File: src/rtl/sign_extender_pkg.sv
// Shared core types: control-unit operation encoding used by the control unit,
// ALU and the immediate generator.
package sign_extender_pkg;

    localparam int unsigned ImmWidth = 20;
    localparam int unsigned OutWidth = 32;
    localparam int unsigned OpWidth  = 6;

    typedef enum logic [OpWidth-1:0] {
        CU_LUI, CU_AUIPC, CU_JAL, CU_JALR,
        CU_BEQ, CU_BNE, CU_BLT, CU_BGE, CU_BLTU, CU_BGEU,
        CU_LB, CU_LH, CU_LW, CU_LBU, CU_LHU, CU_SB, CU_SH, CU_SW,
        CU_ADDI, CU_SLTI, CU_SLTIU, CU_SLIU, CU_XORI, CU_ORI, CU_ANDI,
        CU_SLLI, CU_SRLI, CU_SRAI,
        CU_ADD, CU_SUB, CU_SLL, CU_SLT, CU_SLTU, CU_XOR, CU_SRL, CU_SRA, CU_OR, CU_AND,
        CU_ERROR
    } cuOPType;

endpackage

File: src/rtl/imm_formatter.sv
// Combinational immediate formatter: classifies CUOp into an instruction format
// and assembles the 32-bit immediate from the raw 20-bit field.
module imm_formatter
    import sign_extender_pkg::*;
(
    input  logic [ImmWidth-1:0] imm,
    input  cuOPType             CUOp,
    output logic [OutWidth-1:0] imm_fmt
);

    typedef enum logic [2:0] {
        FmtU, FmtJ, FmtB, FmtI, FmtS, FmtShamt, FmtNone
    } fmt_e;

    fmt_e fmt;

    always_comb begin
        fmt = FmtNone;
        case (CUOp)
            CU_LUI, CU_AUIPC:                                   fmt = FmtU;
            CU_JAL:                                             fmt = FmtJ;
            CU_BEQ, CU_BNE, CU_BLT, CU_BGE, CU_BLTU, CU_BGEU:   fmt = FmtB;
            CU_JALR, CU_LB, CU_LH, CU_LW, CU_LBU, CU_LHU,
            CU_ADDI, CU_SLTI, CU_SLTIU, CU_SLIU,
            CU_XORI, CU_ORI, CU_ANDI:                           fmt = FmtI;
            CU_SB, CU_SH, CU_SW:                                fmt = FmtS;
            CU_SLLI, CU_SRLI, CU_SRAI:                          fmt = FmtShamt;
            // R-type, CU_ERROR and unassigned encodings produce zero
            default:                                            fmt = FmtNone;
        endcase
    end

    always_comb begin
        imm_fmt = '0;
        case (fmt)
            FmtU:     imm_fmt = {imm[19:0], 12'b0};
            // J and B fields arrive with the sign bit in the top position and the
            // LSB-side bit rotated out; rotate it back into bit 0.
            FmtJ:     imm_fmt = {{12{imm[19]}}, imm[18:0], imm[19]};
            FmtB:     imm_fmt = {{20{imm[11]}}, imm[10:0], imm[11]};
            FmtI,
            FmtS:     imm_fmt = {{20{imm[11]}}, imm[11:0]};
            FmtShamt: imm_fmt = {27'b0, imm[4:0]};
            default:  imm_fmt = '0;
        endcase
    end

endmodule

File: src/rtl/sign_extender.sv
// Immediate generator: formats the raw immediate per CUOp and registers it,
// giving one cycle of latency with an asynchronous active-low clear.
module sign_extender
    import sign_extender_pkg::*;
(
    input  logic                clk,
    input  logic                nRst,
    input  logic [ImmWidth-1:0] imm,
    input  cuOPType             CUOp,
    output logic [OutWidth-1:0] immOut
);

    logic [OutWidth-1:0] imm_d;

    imm_formatter u_imm_formatter (
        .imm     (imm),
        .CUOp    (CUOp),
        .imm_fmt (imm_d)
    );

    always_ff @(posedge clk or negedge nRst) begin
        if (!nRst) begin
            immOut <= '0;
        end else begin
            immOut <= imm_d;
        end
    end

endmodule

File: config.mk
export PLATFORM = sky130hd
export DESIGN_NAME = sign_extender
export DESIGN_NICKNAME = d
export VERILOG_FILES = /design/src/rtl/sign_extender_pkg.sv /design/src/rtl/imm_formatter.sv /design/src/rtl/sign_extender.sv
export SDC_FILE = /design/constraint.sdc
export NUM_CORES = 1
export LEC_CHECK = 0
export BUFFER_PORTS_ARGS = -buffer_cell sky130_fd_sc_hd__buf_2
export CORE_MARGIN = 3
export CORE_UTILIZATION = 27
export CTS_CLUSTER_DIAMETER = 30
export DETAILED_ROUTE_END_ITERATION = 10
export SLEW_MARGIN = 10
export SYNTH_ARGS = -nofsm -noshare
export SYNTH_HDL_FRONTEND = slang
export SYNTH_SLANG_ARGS = --single-unit
File: constraint.sdc
create_clock -name clk -period 0.8 [get_ports clk]
set_input_delay 0.08 -clock clk [delete_from_list [all_inputs] [get_ports clk]]
set_output_delay 0.08 -clock clk [all_outputs]
set_load 0.1 [all_outputs]
# Word level (Yosys, flattened, before mapping)
# Memories as Yosys holds them, arrays and structs flattened.
# Cells that the tools add are included.
[word_totals] ff_bits=32 rom_bits=96 input_bits=28 out_inout_bits=32 word_cells=11 memories=1
[op_classes] eq_ne=5 muxes=2 n_reduce_logical=2
[mem_list] name="(no name shown)" words=32 word_bits=3 rd=1 rd_clocked_by_memory_dff=0 write_ports=0 line="imm_formatter.sv:19" text="case (CUOp)"
[ops] cell="$pmux 32 s5" count=1
[ops] cell="$eq 3x2->1 const B" count=2
[ops] cell="$eq 3x3->1 const B" count=2
[ops] cell="$eq 3x1->1 const B" count=1
[ops] cell="$logic_not 3->1" count=1
[ops] cell="$mux 3" count=1
[ops] cell="$reduce_or 2->1" count=1

# Longest topological paths before layout
# Gate-level depths: netlist of run 1.
# An unclocked memory read counts as a cell.
[logic_depth] depth_word=5 ltp_mapped=6 mapped_depth_nobuf=4

# Hierarchy
# From an unflattened synthesis of run 1, not the netlist that was laid out.
[unflattened] cells_unflattened=100 hier_area_um2=1335.0
[modules_own_cells] mod="sign_extender" n_inst=1 cells_each=32 area_per_inst_um2=800.8 seq_area_each_um2=800.8
[modules_own_cells] mod="imm_formatter" n_inst=1 cells_each=68 area_per_inst_um2=534.3 seq_area_each_um2=0.0

# Least setup slack after synthesis of run 1
# OpenSTA, ideal clock, no wires.
[synth_timing] path_type="input port to flip-flop" from="input CUOp[2]" to="register immOut[20]" setup_time_ns=0.064 arrival_time_ns=1.326 t_required_ns=0.736 setup_slack_ns=-0.590 path_stages=6 n_path_buf=2 path_cell_list="buf_6 > o311a_4 > nor4b_4 > or2_1 > buf_6 > a21o_1"
[synth_via] elab_chain_len=5
[synth_lines] item="start, declared" line="sign_extender.sv:9" text="input cuOPType CUOp,"
[synth_lines] item="$mem_v2 32x3 (*)"
[synth_lines] item="$mux 3 (*)" line="imm_formatter.sv:19"
[synth_lines] item="$eq 3x2->1 / $eq 3x3->1 (equally long branches)" line="imm_formatter.sv:35" text="case (fmt)"
[synth_lines] item="$reduce_or 2->1" line="imm_formatter.sv:35"
[synth_lines] item="$pmux 32 s5 (*)" line="imm_formatter.sv:35"
[synth_lines] item="via imm_d[20]" line="sign_extender.sv:13" text="logic [OutWidth-1:0] imm_d;"
[synth_lines] item="end signal, assigned" line="sign_extender.sv:25" text="immOut <= imm_d;"
[synth_lines] item="end, declared" line="sign_extender.sv:10" text="output logic [OutWidth-1:0] immOut"
# The timed path passes the listed nets; every way through them passes the cells marked *.

# Final worst setup path of run 1
[layout_timing] from="input CUOp[2]" to="register immOut[29]"
# The elaborated chain is that of the path after synthesis.

==> flow_summary_export.csv, run 1 <==
group,metric,value,unit
power_and_ir_drop,powerDensity,1870,nW/um2
timing,finalCritPeriodShare,128,%
clock_network,cts_max_path_buffers,2,
yosys,synth_nets,127,
final_layout,fin_nets,208,
critical_path,slowest_stage,"o311a_4",
yosys,ys_seq_area_share,59.0,%
routing,wl,3.82,mm
flow_run,maxCapViolCount,0,
floorplan,start_util,28.4,%
critical_path,crit_end,"immOut[29]$_DFF_PN0_",
routing,drt_pass1_iterations,4,
global_routing,overflow,0,
place,place_congestion,0.846,
worst_hold_path,min-delay-path-class,"primary input to register",
routing,first_iter_violations,54,
critical_path,worstSetupPathType,"primary input to register",
timing,worst_pin_slew,0.316,ns
place,placed_area,2380,um2
power_and_ir_drop,power.share.clock,23.4,%
critical_path,cp-end-kind,"register",
final_layout,area_growth,90.4,%
yosys,syn_inst,99,
routing,drcViolationCount,0,
final_layout,utilization,54.0,%
place,place_ws,-0.714,ns
clock_network,cts_sinks,32,
floorplan,die-width,76.9,um
final_layout,antenna_cells,0,
timing,drv_slew,0,
critical_path,worst-path-stages,5,
critical_path,path_buf_inv,1,
timing,period_needed,1.02,ns
place,portBuffers,59,
clock_network,post_cts_buffers,0,
run_status,violations,"setup timing",
power_and_ir_drop,p_leak,0.00121,uW
floorplan,die_area,5920,um2
timing,finalSetupViolCount,64,
critical_path,cp.arrival,1.24,ns
final_layout,largest_reg_flops,32,
floorplan,coreArea,4790,um2
floorplan,rows,25,
clock_network,clk_pin_slew_worst_paths,0.06,ns
yosys,yosysWarnings,0,
yosys,avgSynthCellArea,13.7,um2
clock_network,clk_root_buffer_cell,"clkbuf_8",
power_and_ir_drop,swShare,37.0,%
critical_path,setup.worst_path.start,"CUOp[2]",
floorplan,die_h,76.9,um
power_and_ir_drop,power.internal,3050,uW
power_and_ir_drop,comb_power_share,38.5,%
global_routing,grt_pass1_wl,6.48,mm
routing,ant_nets,0,
power_and_ir_drop,netSwitchingPower,1790,uW
critical_path,crit_path_start_kind,"primary input",
routing,via_per_inst,4.74,
critical_path,cp_top_family,"simple AND/OR/NAND/NOR gates",
timing,rsz0062_at_grt,"yes",
final_layout,drive_above_1_share,71.1,%
timing,fin_ws,-0.222,ns
power_and_ir_drop,ir_drop,0.715,mV
critical_path,cp.required,1.02,ns
critical_path,cp_max_fo,6,
global_routing,grt_max_degree,33,
yosys,ys_ff_latch,32,
place,dpl.hpwl,2.96,mm
routing,routedWlPerCell,15.5,um
floorplan,ios,60,
timing,fmax,979,MHz
yosys,synthDistinctLibCells,28,
yosys,synth.cell_area,1360,um2
clock_network,cts_buffers,5,
run_status,status,"finished, violations left",
timing,relSlewSlack,78.8,%
power_and_ir_drop,seq_power_share,38.1,%
global_routing,track_usage,14.1,%
clock_network,cts_tree,"done",
clock_network,cts.htree.levels,2,
global_routing,antenna_found_initial,0,
routing,via_count,1170,
global_routing,grt_pass1_vias,1282,
timing,hold_violations,0,
critical_path,crit_chain,"buf_8 > o311a_4 > nor4b_4 > or2_4 > a21o_1",
final_layout,largest-register,"immOut",
worst_hold_path,worstHoldPathCells,2,
critical_path,worst_path_largest_cell_delay,0.37,ns
final_layout,top_regs,"immOut (32)",
final_layout,final_area,2580,um2
[metal layers]
metal | wire [um] | up-vias | global-route usage [%]
li1 | - | 545 | -
met4 | 80 | 0 | 7.07
met2 | 1970 | 49 | 23.5
met3 | 259 | 7 | 4.23
met5 | 0 | - | 0
met1 | 1510 | 569 | 16.4
[layout make-up]
type                    count  area [um2]
fillers                   424        2200
repair buffers             79         981
flip-flops and latches     32         828
multi-input cells          61         612
well taps                  67        83.8
clock buffers               7        76.3
inverters                   1        3.75
[Yosys cell counts (all sizes together)]
master	count	area, um2
a22o	12	105
nand2b	3	18.8
mux2i	1	10.0
nor4b	2	32.5
o32a	1	10.0
a21oi	2	13.8
dfrtp	32	801
nor2	4	15.0
clkbuf	1	3.75
a2111oi	1	15.0
nor4	3	25.0
o21a	1	7.51
o311a	1	21.3
o21bai	1	7.51
or2	6	37.5
a31oi	1	6.26
inv	1	3.75
a21o	11	82.6
a221oi	1	8.76
buf	5	37.5
a221o	8	86.3
a311oi	1	8.76
[power by group through the flow]
stage               clock [uW]  sequential, uW  combinational, uW
finish                    1130            1850               1870
global route              1230            1860               1930
CTS                       1160            1850               1870
floorplan                    0            2640                225
global placement             0            1870               1780
detailed placement           0            1880               1800
[worst min path at each step]
stage / startpoint / end
detailed placement: nRst / immOut[9]$_DFF_PN0_
global route: imm[13] / immOut[25]$_DFF_PN0_
global placement: nRst / immOut[8]$_DFF_PN0_
CTS: imm[15] / immOut[27]$_DFF_PN0_
floorplan: nRst / immOut[0]$_DFF_PN0_
finish: imm[15] / immOut[27]$_DFF_PN0_
[cells by family (layout without fill, tap and decap cells)]
family                 count (synthesis)  count (layout)  synth area share [%]
AOI/OAI and AO/OA                     41              41                  27.5
muxes                                  1               1                 0.737
and+or+nand+nor                       18              19                  9.49
DFF                                   32              32                  59.0
buffers and inverters                  7              87                  3.32
[cells in the final DEF (no fill, tap or decap), types with 2 or more instances in the layout]
cell type and n:
buf_6 6, buf_12 33, nor2_1 4, clkbuf_1 2, a21o_1 11, a21oi_2 2
a22o_1 12, buf_2 23, a221o_1 3, nand2b_1 2, or2_2 2, or2_4 5
dfrtp_1 10, a221o_2 5, buf_4 15, dfrtp_2 22, clkbuf_8 5, nor4b_4 2
nor4_4 2
[stage by stage]
step | TNS, ns | instances | total power [uW] | hold WS (ns)
6_report | -10.29 | 247 | 4850 | 0.0157
4_1_cts | -10.57 | 247 | 4880 | 0.00902
3_5_place_dp | -19.12 | 238 | 3680 | 0.0456
3_3_place_gp | -17.73 | 238 | 3650 | 0.0469
2_1_floorplan | -15.60 | 99 | 2870 | -0.216
5_1_grt | -12.53 | 247 | 5030 | 0.0280
[timing repair]
item                       4_1_cts  5_1_grt
cloned                           1        0
setup endpoints to repair       64       64
hold endpoints to repair        32        0
hold buffers                     1        0
pin swaps                       10        2
resized for setup               23        2
Power figures use the tool's default switching activity.
==> run 2: changes to the inputs <==
Settings changed: CORE_UTILIZATION 27 to 46, CTS_CLUSTER_DIAMETER 30 to unset, PLACE_DENSITY set to 0.78.
==> flow_summary_export.csv, run 2 <==
group,metric,value,unit
yosys,synth_edf_count,0,
clock_network,cts_buffers,5,
floorplan,rows,19,
run_status,status,"aborted with a tool error",
place,dpl.hpwl,3.17,mm
yosys,synth.cell_area,1360,um2
clock_network,clk_root_buffer_cell,"clkbuf_4",
yosys,ys_ff_latch,32,
yosys,syn_inst,99,
yosys,avgSynthCellArea,13.7,um2
place,place_inst,204,
floorplan,die-width,60.3,um
yosys,synth.most_common_cell,"dfrtp_1",
yosys,synthTopCellsByArea,"dfrtp_1 59%, a22o_1 7.7%, a21o_1 6.1%",
clock_network,ctsResizeCount,43,
yosys,netlist_top_cells_count,"32 x dfrtp_1, 12 x a22o_1, 11 x a21o_1",
yosys,yosysTopAreaCellShare,59.0,%
yosys,async_flop_share,100,%
floorplan,start_util,48.8,%
clock_network,cts_max_path_buffers,2,
yosys,yosysWarnings,0,
yosys,synth_nets,127,
floorplan,ios,60,
run_status,stop_stage,"4_1_cts",
place,place_ws,-0.715,ns
yosys,yosysTopAreaCell,"dfrtp_1",
floorplan,die_h,60.3,um
yosys,ys.flop_type,"dfrtp_1",
clock_network,cts.htree.levels,2,
clock_network,cts_sinks,32,
place,portBuffers,59,
yosys,ys_seq_area_share,59.0,%
yosys,synthDistinctLibCells,28,
run_status,error,"[ERROR DPL-0038] Utilization greater than 100%, impossible to legalize",
place,place_congestion,0.834,
clock_network,post_cts_buffers,0,
clock_network,postCtsHoldBufs,21,
==> run 2: logic make-up after synthesis <==
kind of cell           after synthesis  synth area share, %
AOI/OAI and AO/OA                   41                 27.5
buffers and inverters                7                 3.32
DFF                                 32                 59.0
muxes                                1                0.737
and+or+nand+nor                     18                 9.49
==> run 2: stage by stage <==
| stage | TNS (ns) | cell area [um2] | util, % |
|---|---|---|---|
| 3_5_place_dp | -18.84 | 2350 | 84.4 |
| 3_3_place_gp | -17.44 | 2350 | 84.4 |
| 2_1_floorplan | -15.60 | 1410 | - |
==> run 3: changes to the inputs <==
Settings changed: CORE_UTILIZATION 46 to 32, PLACE_DENSITY 0.78 to unset, PLACE_DENSITY_LB_ADDON set to 0.15.
==> flow_summary_export.csv, run 3 (synthesis gave the netlist of run 1 again) <==
group,metric,value,unit
place,place_congestion,0.766,
worst_hold_path,min-delay-path-class,"primary input to register",
clock_network,cts_max_path_buffers,2,
floorplan,ios,60,
critical_path,slowest_stage,"o311a_4",
floorplan,die_area,5060,um2
critical_path,cp_top_family,"compound AO/OA/AOI/OAI gates",
critical_path,worstSetupPathType,"primary input to register",
timing,finalSetupViolCount,64,
power_and_ir_drop,ir_drop,1.36,mV
timing,rsz0062_at_grt,"yes",
critical_path,crit_chain,"buf_12 > o311a_4 > nor4b_4 > buf_4 > o21bai_1",
power_and_ir_drop,swShare,37.2,%
power_and_ir_drop,power.share.clock,23.4,%
routing,via_per_inst,5.34,
timing,drv_slew,0,
final_layout,final_cell_mix,"34 x buf_12, 22 x dfrtp_2, 21 x buf_2, 15 x buf_4, 12 x a22o_1",
final_layout,antenna_cells,0,
clock_network,cts_tree,"done",
global_routing,grt_pass1_vias,1307,
timing,fmax,949,MHz
timing,relSlewSlack,77.1,%
power_and_ir_drop,seq_power_share,37.3,%
clock_network,clk_pin_slew_worst_paths,0.06,ns
power_and_ir_drop,comb_power_share,39.2,%
clock_network,clk_root_buffer_cell,"clkbuf_8",
run_status,violations,"setup timing",
timing,finalCritPeriodShare,132,%
routing,drt_pass1_iterations,4,
final_layout,fin_nets,212,
routing,routedWlPerCell,18.3,um
floorplan,rows,23,
critical_path,worst_path_largest_cell_delay,0.38,ns
power_and_ir_drop,powerDensity,1850,nW/um2
final_layout,regArea,828,um2
final_layout,n_fill_cell,309,
final_layout,largest-register,"immOut",
final_layout,multi_input_area,644,um2
floorplan,die_h,71.1,um
floorplan,start_util,33.5,%
place,portBuffers,59,
critical_path,cp.arrival,1.25,ns
floorplan,coreArea,4060,um2
power_and_ir_drop,netSwitchingPower,1840,uW
floorplan,die-width,71.1,um
timing,fin_ws,-0.253,ns
final_layout,largest_reg_flops,32,
routing,ant_nets,0,
routing,via_count,1254,
timing,period_needed,1.05,ns
final_layout,final_cell_count_no_fill,235,
place,place_ws,-0.742,ns
flow_run,maxCapViolCount,0,
power_and_ir_drop,power.internal,3100,uW
place,place_inst,224,
routing,first_iter_violations,53,
worst_hold_path,worstHoldPathCells,2,
critical_path,cp-end-kind,"register",
global_routing,antenna_found_initial,0,
critical_path,crit_path_start_kind,"primary input",
timing,setup_tns,-10.58,ns
final_layout,drive_above_1_share,73.0,%
clock_network,cts.htree.levels,2,
critical_path,worst-path-stages,5,
place,dpl.hpwl,3.04,mm
global_routing,grt_pass1_wl,6.67,mm
final_layout,final_common_cell,"buf_12",
power_and_ir_drop,p_leak,0.00125,uW
final_layout,top_regs,"immOut (32)",
critical_path,path_buf_inv,2,
critical_path,cp.required,1.00,ns
routing,wl,4.30,mm
routing,drcViolationCount,0,
global_routing,grt_max_degree,33,
timing,hold_violations,0,
global_routing,track_usage,17.1,%
clock_network,cts_buffers,5,
final_layout,area_growth,96.5,%
clock_network,cts_sinks,32,
timing,worst_pin_slew,0.342,ns
critical_path,cp_max_fo,6,
global_routing,overflow,0,
final_layout,utilization,65.7,%
run_status,status,"finished, violations left",
[run 3: through the flow]
step                area, um2  power (uW)  hold slack [ns]
floorplan                1410        2870           -0.216
global placement         2380        3680           0.0499
detailed placement       2380        3700           0.0508
CTS                      2570        4920           0.0174
global route             2670        5130           0.0270
finish                   2670        4940           0.0214
[run 3: final cells by class]
| cell class | instances | area share, % |
|---|---|---|
| Clock buffer | 7 | 2.86 |
| Clock inverter | 1 | 0.188 |
| Inverter | 1 | 0.141 |
| Multi-Input combinational cell | 61 | 24.2 |
| Sequential cell | 32 | 31.1 |
| Tap cell | 50 | 2.35 |
| Timing Repair Buffer | 83 | 39.3 |
[run 3: layer usage]
layer / vias to the layer above / wire length (um) / track usage, %
met1: 623 / 1620 / 21.1
met3: 11 / 346 / 5.54
met4: 0 / 104 / 5.01
met5: - / 0 / 0
li1: 555 / - / -
met2: 65 / 2230 / 28.7
[run 3: path summary, 6_finish.rpt]
path | startpoint | to
worst max-delay path | CUOp[2] | immOut[31]$_DFF_PN0_
worst min-delay path | imm[18] | immOut[30]$_DFF_PN0_
max in group asynchronous | nRst | immOut[12]$_DFF_PN0_
min in group asynchronous | nRst | immOut[6]$_DFF_PN0_
[run 3: what timing repair did]
action,CTS,global route
setup endpoints to repair,64,64
resized for setup,21,20
hold buffers,1,0
cloned,1,0
pin swaps,6,6
setup buffers,0,1
endpoints found under the hold margin,32,0
[run 3: power by group through the flow]
stage	clock network, uW	registers, uW	logic, uW
6_report	1160	1850	1940
5_1_grt	1270	1850	2000
4_1_cts	1190	1850	1890
3_5_place_dp	0	1880	1820
3_3_place_gp	0	1880	1800
2_1_floorplan	0	2640	225
==> run 4: changes to the inputs <==
Settings changed: ABC_AREA set to 1.
==> flow_summary_export.csv, run 4 <==
group,metric,value,unit
yosys,ys_ff_latch,32,
routing,drcViolationCount,0,
flow_run,maxCapViolCount,0,
power_and_ir_drop,comb_power_share,47.5,%
clock_network,cts.htree.levels,2,
final_layout,final_common_cell,"nand2_1",
final_layout,top_regs,"immOut (32)",
final_layout,largest_reg_flops,32,
routing,via_per_inst,4.56,
routing,drt_pass1_iterations,4,
final_layout,antenna_cells,0,
yosys,synthDistinctLibCells,23,
yosys,synth.cell_area,1750,um2
yosys,synth.most_common_cell,"nand2_1",
timing,finalSetupViolCount,64,
critical_path,cp.arrival,1.24,ns
timing,setup_tns,-10.66,ns
routing,first_iter_violations,58,
worst_hold_path,min-delay-start,"imm[18]",
timing,finalCritPeriodShare,129,%
yosys,netlist_top_cells_count,"73 x nand2_1, 32 x dfrtp_1, 15 x nand3_2",
floorplan,die_area,6390,um2
critical_path,cp-end-kind,"register",
yosys,avgSynthCellArea,9.46,um2
final_layout,utilization,61.6,%
floorplan,die_h,80.0,um
clock_network,cts_max_path_buffers,2,
yosys,synthXorXnorAreaFrac,0,%
power_and_ir_drop,p_leak,0.00164,uW
final_layout,fin_nets,296,
yosys,ys.flop_type,"dfrtp_1",
yosys,synthTopCellsByArea,"dfrtp_1 46%, nand2_1 16%, nand3_2 8.6%",
yosys,synth-compound-area-share,0.572,%
critical_path,crit_chain,"buf_4 > buf_4 > nand3_1 > o21ai_0 > nor2_2 > nand3_2 > nand2_8 > inv_8 > nand3_2",
worst_hold_path,whs_endpoint,"immOut[30]$_DFF_PN0_",
power_and_ir_drop,powerDensity,1880,nW/um2
worst_hold_path,worstHoldPathCells,3,
final_layout,drive_above_1_share,67.3,%
power_and_ir_drop,power.internal,3550,uW
final_layout,final_cell_mix,"60 x nand2_1, 38 x buf_12, 23 x dfrtp_2, 22 x buf_2, 15 x nand3_2",
power_and_ir_drop,swShare,41.0,%
clock_network,cts_buffers,5,
yosys,ys_seq_area_share,45.7,%
place,dpl.hpwl,3.40,mm
global_routing,antenna_found_initial,0,
global_routing,grt_pass1_wl,7.52,mm
yosys,synth_edf_count,0,
power_and_ir_drop,power.total,6020,uW
timing,worst_pin_slew,0.298,ns
clock_network,cts_sinks,32,
yosys,synth_top_family_by_area,"simple AND/OR/NAND/NOR gates",
routing,via_count,1547,
run_status,violations,"setup timing",
yosys,syn_inst,185,
run_status,status,"finished, violations left",
floorplan,rows,26,
yosys,yosysTopAreaCell,"dfrtp_1",
place,place_congestion,0.781,
critical_path,worstSetupPathType,"primary input to register",
floorplan,die-width,80.0,um
routing,routedWlPerCell,13.5,um
critical_path,slowest_stage,"nor2_2",
place,portBuffers,59,
clock_network,clk_pin_slew_worst_paths,0.06,ns
yosys,synthAdderAreaFrac,0,%
global_routing,track_usage,15.2,%
timing,hold_violations,0,
yosys,yosysTopAreaCellShare,45.7,%
final_layout,largest-register,"immOut",
yosys,synth-simple-area-share,48.2,%
floorplan,start_util,33.6,%
timing,fin_ws,-0.233,ns
routing,wl,4.57,mm
power_and_ir_drop,seq_power_share,32.3,%
timing,relSlewSlack,80.0,%
critical_path,cp_max_fo,7,
timing,drv_slew,0,
timing,fmax,968,MHz
timing,period_needed,1.03,ns
power_and_ir_drop,netSwitchingPower,2470,uW
yosys,yosys-mux-area-fraction,0,%
floorplan,ios,60,
clock_network,clk_root_buffer_cell,"clkbuf_8",
power_and_ir_drop,power.share.clock,20.1,%
place,place_ws,-0.621,ns
clock_network,cts_tree,"done",
floorplan,coreArea,5200,um2
place,place_inst,320,
final_layout,final_cell_count_no_fill,339,
critical_path,crit_path_start_kind,"primary input",
global_routing,grt_max_degree,33,
yosys,synth_nets,213,
yosys,yosysWarnings,0,
global_routing,overflow,0,
routing,ant_nets,0,
yosys,async_flop_share,100,%
worst_hold_path,min-delay-path-class,"primary input to register",
timing,rsz0062_at_grt,"yes",
critical_path,cp.required,1.01,ns
power_and_ir_drop,ir_drop,0.803,mV
final_layout,area_growth,83.3,%
critical_path,worst_path_largest_cell_delay,0.23,ns
global_routing,grt_pass1_vias,1644,
run 4: logic make-up after synthesis:
kind of cell | count (synthesis)
simple gates | 136
flops | 32
buf+inv | 15
compound gates | 2
run 4: layout make-up:
type                    count  area (um2)
clock buffers               8        90.1
flip-flops and latches     32         830
repair buffers             79        1050
repair inverters            1        8.76
fillers                   424        2000
multi-input cells         139        1090
well taps                  70        87.6
inverters                  10        57.6
run 4: worst max path at each step:
stage                 start                    to  slack, ns  cells after the start
global route        CUOp[2]  immOut[12]$_DFF_PN0_      -0.29                     10
floorplan           CUOp[0]  immOut[20]$_DFF_PN0_      -0.32                     12
global placement    CUOp[2]  immOut[12]$_DFF_PN0_      -0.60                     11
detailed placement  CUOp[3]  immOut[12]$_DFF_PN0_      -0.62                     11
finish              CUOp[4]  immOut[24]$_DFF_PN0_      -0.23                      9
CTS                 CUOp[3]  immOut[19]$_DFF_PN0_      -0.22                     12
run 4: what timing repair did:
| item | CTS | global route |
|---|---|---|
| pin swaps | 26 | 6 |
| buffers inserted | 7 | 0 |
| gates resized for setup | 36 | 7 |
| endpoints found under the hold margin | 32 | 0 |
| hold buffers | 1 | 0 |
| gates cloned | 2 | 1 |
| endpoints found under the setup margin | 64 | 64 |
run 4: power groups by stage:
stage	Clock [uW]	Sequential (uW)	Combinational, uW
global placement	0	1980	2710
finish	1210	1950	2860
global route	1330	1970	2960
floorplan	0	3110	486
detailed placement	0	1980	2730
CTS	1250	1950	2830
run 4: per-layer routing:
layer	wire (um)	global-route usage [%]	up-vias
met5	0	0	-
met4	39	3.89	0
met3	214	3.61	4
met2	2420	27.4	49
met1	1900	17.9	742
li1	-	-	752
run 4: worst max-delay path: cells and delay by family:
kind,cells,cell delay [ns]
AOI/OAI and AO/OA,1,0.14
and+or+nand+nor,5,0.67
buffers and inverters,3,0.35
run 4: through the flow:
stage	hold WS [ns]	instance area, um2
2_1_floorplan	-0.216	1920
5_1_grt	0.0406	3210
4_1_cts	0.0347	3150
3_5_place_dp	0.0476	2860
6_report	0.0376	3210
3_3_place_gp	0.0498	2860
